==> config.mk <==
export PLATFORM = sky130hd
export DESIGN_NAME = mem_io_demux
export DESIGN_NICKNAME = d
export VERILOG_FILES = /design/src/rtl/mem_io_demux.sv
export SDC_FILE = /design/constraint.sdc
export NUM_CORES = 1
export LEC_CHECK = 0
export ABC_AREA = 1
export CAP_MARGIN = 20
export CELL_PAD_IN_SITES_DETAIL_PLACEMENT = 0
export CELL_PAD_IN_SITES_GLOBAL_PLACEMENT = 1
export CORE_MARGIN = 3
export CORE_UTILIZATION = 27
export CTS_CLUSTER_SIZE = 20
export DETAILED_ROUTE_END_ITERATION = 6
export GPL_TIMING_DRIVEN = 0
export HOLD_SLACK_MARGIN = 0.02
export PLACE_DENSITY_LB_ADDON = 0.1
export SYNTH_ARGS = -nofsm -noshare
export SYNTH_HDL_FRONTEND = slang
export SYNTH_SLANG_ARGS = --single-unit
==> constraint.sdc <==
create_clock -name clock -period 2.3 [get_ports clock]
set_input_delay 0.345 -clock clock [delete_from_list [all_inputs] [get_ports clock]]
set_output_delay 0.345 -clock clock [all_outputs]
set_load 0.03 [all_outputs]
==> src/rtl/mem_io_demux.sv <==
// Routes one CPU load/store at a time to either RAM or the IO window and returns a one-cycle ack.
// Define DEMUX_TIMEOUT_EN to abort stalled target accesses after TIMEOUT wait cycles with err=1.
module mem_io_demux #(
   parameter logic [31:0] IO_BASE = 32'hFFFF_FC00,
   parameter logic [31:0] IO_MASK = 32'hFFFF_FC00,
   parameter int unsigned TIMEOUT = 15
) (
   input  logic        clock,
   input  logic        reset_n,
   input  logic        req,
   input  logic        we,
   input  logic [31:0] addr,
   input  logic [31:0] wdata,
   output logic        ack,
   output logic [31:0] rdata,
   output logic        err,
   output logic        busy,
   output logic        ram_req,
   output logic        ram_we,
   output logic [31:0] ram_addr,
   output logic [31:0] ram_wdata,
   input  logic        ram_ack,
   input  logic [31:0] ram_rdata,
   output logic        io_req,
   output logic        io_we,
   output logic [31:0] io_addr,
   output logic [31:0] io_wdata,
   input  logic        io_ack,
   input  logic [31:0] io_rdata
);

   typedef enum logic [1:0] {IDLE, RAM_WAIT, IO_WAIT, RESP} state_t;

   state_t      state_reg, state_next;
   logic        we_reg, we_next;
   logic [31:0] addr_reg, addr_next;
   logic [31:0] wdata_reg, wdata_next;
   logic [31:0] rdata_reg, rdata_next;
   logic        err_reg, err_next;

   logic        waiting;
   logic        sel_ack;
   logic [31:0] sel_rdata;
   logic        expire;

   assign waiting   = (state_reg == RAM_WAIT) || (state_reg == IO_WAIT);
   // Only the selected target's handshake is looked at; the other one is ignored.
   assign sel_ack   = (state_reg == IO_WAIT) ? io_ack   : ram_ack;
   assign sel_rdata = (state_reg == IO_WAIT) ? io_rdata : ram_rdata;

`ifdef DEMUX_TIMEOUT_EN
   localparam logic [7:0] TIMEOUT_CNT = 8'(TIMEOUT);

   logic [7:0] cnt_reg;

   // Counter holds 0 in IDLE, so it starts from 0 on every WAIT entry.
   always_ff @(posedge clock or negedge reset_n) begin
      if (!reset_n)
         cnt_reg <= 8'd0;
      else if (state_reg == IDLE)
         cnt_reg <= 8'd0;
      else if (waiting && !sel_ack)
         cnt_reg <= cnt_reg + 8'd1;
   end

   assign expire = waiting && ((cnt_reg + 8'd1) == TIMEOUT_CNT);
`else
   assign expire = 1'b0;
`endif

   always_ff @(posedge clock or negedge reset_n) begin
      if (!reset_n) begin
         state_reg <= IDLE;
         we_reg    <= 1'b0;
         addr_reg  <= 32'd0;
         wdata_reg <= 32'd0;
         rdata_reg <= 32'd0;
         err_reg   <= 1'b0;
      end else begin
         state_reg <= state_next;
         we_reg    <= we_next;
         addr_reg  <= addr_next;
         wdata_reg <= wdata_next;
         rdata_reg <= rdata_next;
         err_reg   <= err_next;
      end
   end

   always_comb begin
      state_next = state_reg;
      we_next    = we_reg;
      addr_next  = addr_reg;
      wdata_next = wdata_reg;
      rdata_next = rdata_reg;
      err_next   = err_reg;
      case (state_reg)
         IDLE: begin
            if (req) begin
               we_next    = we;
               addr_next  = addr;
               wdata_next = wdata;
               state_next = ((addr & IO_MASK) == IO_BASE) ? IO_WAIT : RAM_WAIT;
            end
         end
         RAM_WAIT, IO_WAIT: begin
            // An ack in the expiry cycle still wins over the timeout.
            if (sel_ack) begin
               rdata_next = we_reg ? 32'd0 : sel_rdata;
               err_next   = 1'b0;
               state_next = RESP;
            end else if (expire) begin
               rdata_next = 32'd0;
               err_next   = 1'b1;
               state_next = RESP;
            end
         end
         RESP:    state_next = IDLE;
         default: state_next = IDLE;
      endcase
   end

   assign ack       = (state_reg == RESP);
   assign busy      = (state_reg != IDLE);
   assign rdata     = rdata_reg;
   assign err       = err_reg;

   assign ram_req   = (state_reg == RAM_WAIT);
   assign ram_we    = we_reg;
   assign ram_addr  = addr_reg;
   assign ram_wdata = wdata_reg;

   assign io_req    = (state_reg == IO_WAIT);
   assign io_we     = we_reg;
   assign io_addr   = addr_reg;
   assign io_wdata  = wdata_reg;

endmodule

# ---- After elaboration in Yosys (flattened, before gate mapping)
# Index checks and enable logic that the tools add are counted.
dict set report word_totals {
  regBits 99
  inputBits 134
  word_cells 24
}
dict set report op_classes {
  n_eq_ne 6
  mux 7
  n_reduce_logical 6
}
# cell n
set op_table {}
lappend op_table {{two-way mux 32 bit} 2}
lappend op_table {{== test 22 bit, second input constant} 1}
lappend op_table {{two-way mux 2 bit} 3}
lappend op_table {{one-hot mux 2 bit (3 select lines)} 1}
lappend op_table {{AND reduction 2 bit} 3}
lappend op_table {{== test 2 bit, second input constant} 2}
lappend op_table {{inequality test 2 bit, second input constant} 2}
lappend op_table {{== test 2 x 1 -> 1 bit, second input constant} 1}
lappend op_table {{zero test 2 bit} 1}
lappend op_table {{nonzero test 2 bit} 1}
lappend op_table {{OR reduction 2 bit} 1}
lappend op_table {{two-way mux 1 bit} 1}

# ---- Logic depth before layout (Yosys ltp)
dict set report logic_depth {
  word_depth 4
  ltp_mapped 11
  ltp_nobuf 10
}

# ---- Worst setup path after synthesis
# Ideal clock, no wire load.
dict set report synth_path {
  path_type {reg2reg}
  startpoint {register state_reg[0]}
  endpoint {register rdata_reg[21] (netlist: rdata[21])}
  setup_time_ns 0.124
  t_arrival_ns 1.711
  required_ns 2.176
  slack_ns 0.465
  stages_incl_launch_ff 8
  path_buffers 2
  period_less_slack_ns 1.835
  cell_sequence {dfrtp_1 -> inv_1 -> ha_1 -> buf_6 -> nand2_1 -> a21oi_4 -> buf_4 -> a21oi_2}
}
dict set report synth_via {
  elab_chain_len 3
  elab_cells_between_ends 7
  cone_classes {eq/ne (2); mux (3); reduce/logical (2)}
}
# element line
set synth_rtl {}
lappend synth_rtl {{start, declared} 34} ;# state_t state_reg, state_next;
lappend synth_rtl {{start signal, assigned} 80} ;# state_reg <= state_next;
lappend synth_rtl {{== test 2 bit (*)} -}
lappend synth_rtl {{named net io_req} 24} ;# output logic io_req,
lappend synth_rtl {{two-way mux 32 bit, or another cell as far along} 49} ;# assign sel_rdata = (state_reg == IO_WAIT) ? io_rdata : ram_rdata;
lappend synth_rtl {{two-way mux 32 bit / AND reduction 2 bit (equally long branches)} -}
lappend synth_rtl {{end signal, assigned} 84} ;# rdata_reg <= rdata_next;
lappend synth_rtl {{end, declared} 38} ;# logic [31:0] rdata_reg, rdata_next;
# The timed path passes the listed nets; every way through them passes the cells marked *.
# A chain may end at the register's enable or synchronous reset.

# ---- Final worst setup path
dict set report layout_path {
  startpoint {register state_reg[0]}
  endpoint {output busy}
}
dict set report layout_via {
  elab_chain_len 1
}
# element line
set layout_rtl {}
lappend layout_rtl {{nonzero test 2 bit} 123} ;# assign busy = (state_reg != IDLE);
lappend layout_rtl {{end, declared} 17} ;# output logic busy,
# Every way passes these cells.

==> metrics.cfg <==
[run_status]
status = complete, no violations

[pwr]
p_leak_nw = 3.58
cellInternalPower_mw = 8.31
power.density_mw_per_mm2 = 1770
vdd_ir_drop_max_v = 0.000909
combPwrFrac_pct = 66.9
switching_share_pct = 45.0
power_frac_seq_pct = 22.1
p_clk_share_pct = 11.0
power_mw = 15.1
p_sw_mw = 6.79

[timing]
fin_worst_skew_ns = 0.00655
hold_violations = 0
rsz0062_at_grt = no
finalSetupViolations = 0
min_period_over_period_pct = 93.3
relSlewSlack_pct = 59.0
timing.fmax_mhz = 466
finalSetupTns_ns = 0
setup_ws_ns = 0.153
finalCriticalPeriod_ns = 2.15
worst_pin_slew_ns = 0.615
drv_slew = 0

[final_layout]
fill_cells = 1623
postLayoutCellArea_mm2 = 0.00851
final_util_pct = 48.7
syn_to_final_growth_pct = 74.3
final_nets = 909
diodes = 0
drive_above_1_share_pct = 25.3

[placement]
dpl.hpwl_um = 12700
io_buffers = 299
placed_cell_area_mm2 = 0.00818
place_congestion = 0.749
dpl_worst_slack_ns = 0.374

[grt]
globalRoute.totalOverflow = 0
grt_start_max_net_pins = 57
grt_pass1_vias = 4319
grt_pass1_wl_um = 24500
antenna_found_initial = 0
grt_use_total_pct = 15.7

[clocking]
post-cts-setup-buffer-count = 0
tritoncts = built
cts-resized-gates = 0
cts_hold_buf = 0
clk_latency_ns = 0.34
max-clock-path-buffers = 2
cts_root_buf = clkbuf_16
cts_buffers = 9
clk_pin_slew_ns = 0.07
clock_sinks = 99
htree_levels = 3

[setup_path]
start_kind = register
critPathMaxFanout = 4
worstPathArrival_ns = 1.80
cp-end-kind = primary output
critPathRequiredTime_ns = 1.96
path_class = reg -> out

[synthesis]
synthCells = 459
syn_nets = 598
ys_types = 19
post_synth.cell_area_avg_um2 = 10.6
yosysMostFrequentCell = nor2_1
syn-cell-area_mm2 = 0.00488
synth-edff-count = 0
synthFlopType = dfrtp_1
ys_seq_area_share_pct = 50.8
ys_seq_elements = 99
async_flop_share_pct = 100
yosys_warnings = 0
synth_top_area_share_pct = 50.8
synth_common_cells = nor2_1, dfrtp_1, buf_4, mux2_2, o21ai_0
synthTopCellsByArea = dfrtp_1, mux2_2, buf_4
yosysTopAreaCell = dfrtp_1

[floorplanning]
die_w_um = 140
io_pins = 301
rows = 48
core_area_mm2 = 0.0175
fp.dieH_um = 140
initial_utilization_pct = 27.9
fp.dieArea_mm2 = 0.0197

[detailed_routing]
num_vias = 4206
initialDrtViolationCount = 83
routed_via_density = 4.21
drt_first_pass_iters = 4
routed_wirelength_um = 15500
wl_per_cell_um = 15.5
drc = 0
ant_nets = 0

[flow_run]
cap_violations = 0

[min_path]
hold_path.class = in -> async

routing by layer:
metal  vias up  GRT usage (%)  routed length (um)
li1       2062              -                   -
met1      1947           18.4                6180
met2       186           27.9                7850
met3        11           4.37                1230
met4         0           4.74                 210
met5         -              0                   0
placed cells by master (no fill, tap or decap), drive strengths merged:
cell / instances
clkdlybuf4s50: 298
nor2: 102
dfrtp: 99
buf: 85
mux2: 65
o21ai: 34
a21oi: 33
clkbuf: 18
nand2: 17
inv: 9
ha: 5
nand3: 3
nand4: 2
clkinvlp: 2
bufinv: 2
conb: 1
cell type report:
cell class	count	area [um2]	share of cell area, %
Timing Repair Buffer	300	3020	35.5
Inverter	8	30.0	0.353
Clock inverter	5	83.8	0.985
Multi-Input combinational cell	262	1730	20.3
Tap cell	225	282	3.31
Buffer	90	647	7.60
Clock buffer	11	243	2.85
Sequential cell	99	2480	29.1
power groups by stage:
stage | sequential, mW | clock (mW) | combinational [mW]
detailed placement | 3.38 | 0 | 10.2
CTS | 3.35 | 1.74 | 10.3
floorplan | 4.98 | 0 | 4.60
global route | 3.49 | 1.80 | 10.8
finish | 3.33 | 1.67 | 10.1
global placement | 3.34 | 0 | 10.2
path summary, 6_finish.rpt:
path,from,to,slack [ns],cells after the start
worst min register to register,rdata[3]$_DFFE_PN0P_,rdata[3]$_DFFE_PN0P_,0.51,2
min in group clock,rdata[3]$_DFFE_PN0P_,rdata[3]$_DFFE_PN0P_,0.51,2
worst max register to register,state_reg[0]$_DFFE_PN0P_,rdata[23]$_DFFE_PN0P_,0.44,8
worst min-delay path,reset_n,io_wdata[6]$_DFFE_PN0P_,0.008,1
worst max-delay path,state_reg[0]$_DFFE_PN0P_,busy,0.15,4
max in group asynchronous,reset_n,rdata[1]$_DFFE_PN0P_,1.59,2
cell families (layout without fill, tap and decap cells):
kind of cell	Yosys count	after routing	share of synthesized area [%]
AOI/OAI and AO/OA	67	67	9.25
and+or+nand+nor	124	124	9.77
DFF	99	99	50.8
buffers and inverters	98	414	13.9
muxes	65	65	15.0
adders and majority gates	5	5	1.28
other	1	1	0.0768
per-stage QoR:
step | hold slack, ns | std cells
after floorplan | 0.0494 | 459
after global placement | 0.499 | 983
after detailed placement | 0.400 | 984
after CTS | 0.0207 | 1000
after global routing | 0.0449 | 1000
final | 0.00758 | 1000
worst max-delay path: stages, from the launching register on:
cell and delay [ns]:
dfrtp_1 0.37, inv_1 0.09, ha_1 0.22, inv_1 0.07, clkdlybuf4s50_1 0.70
Note: power is estimated with default switching activity, not from simulation.
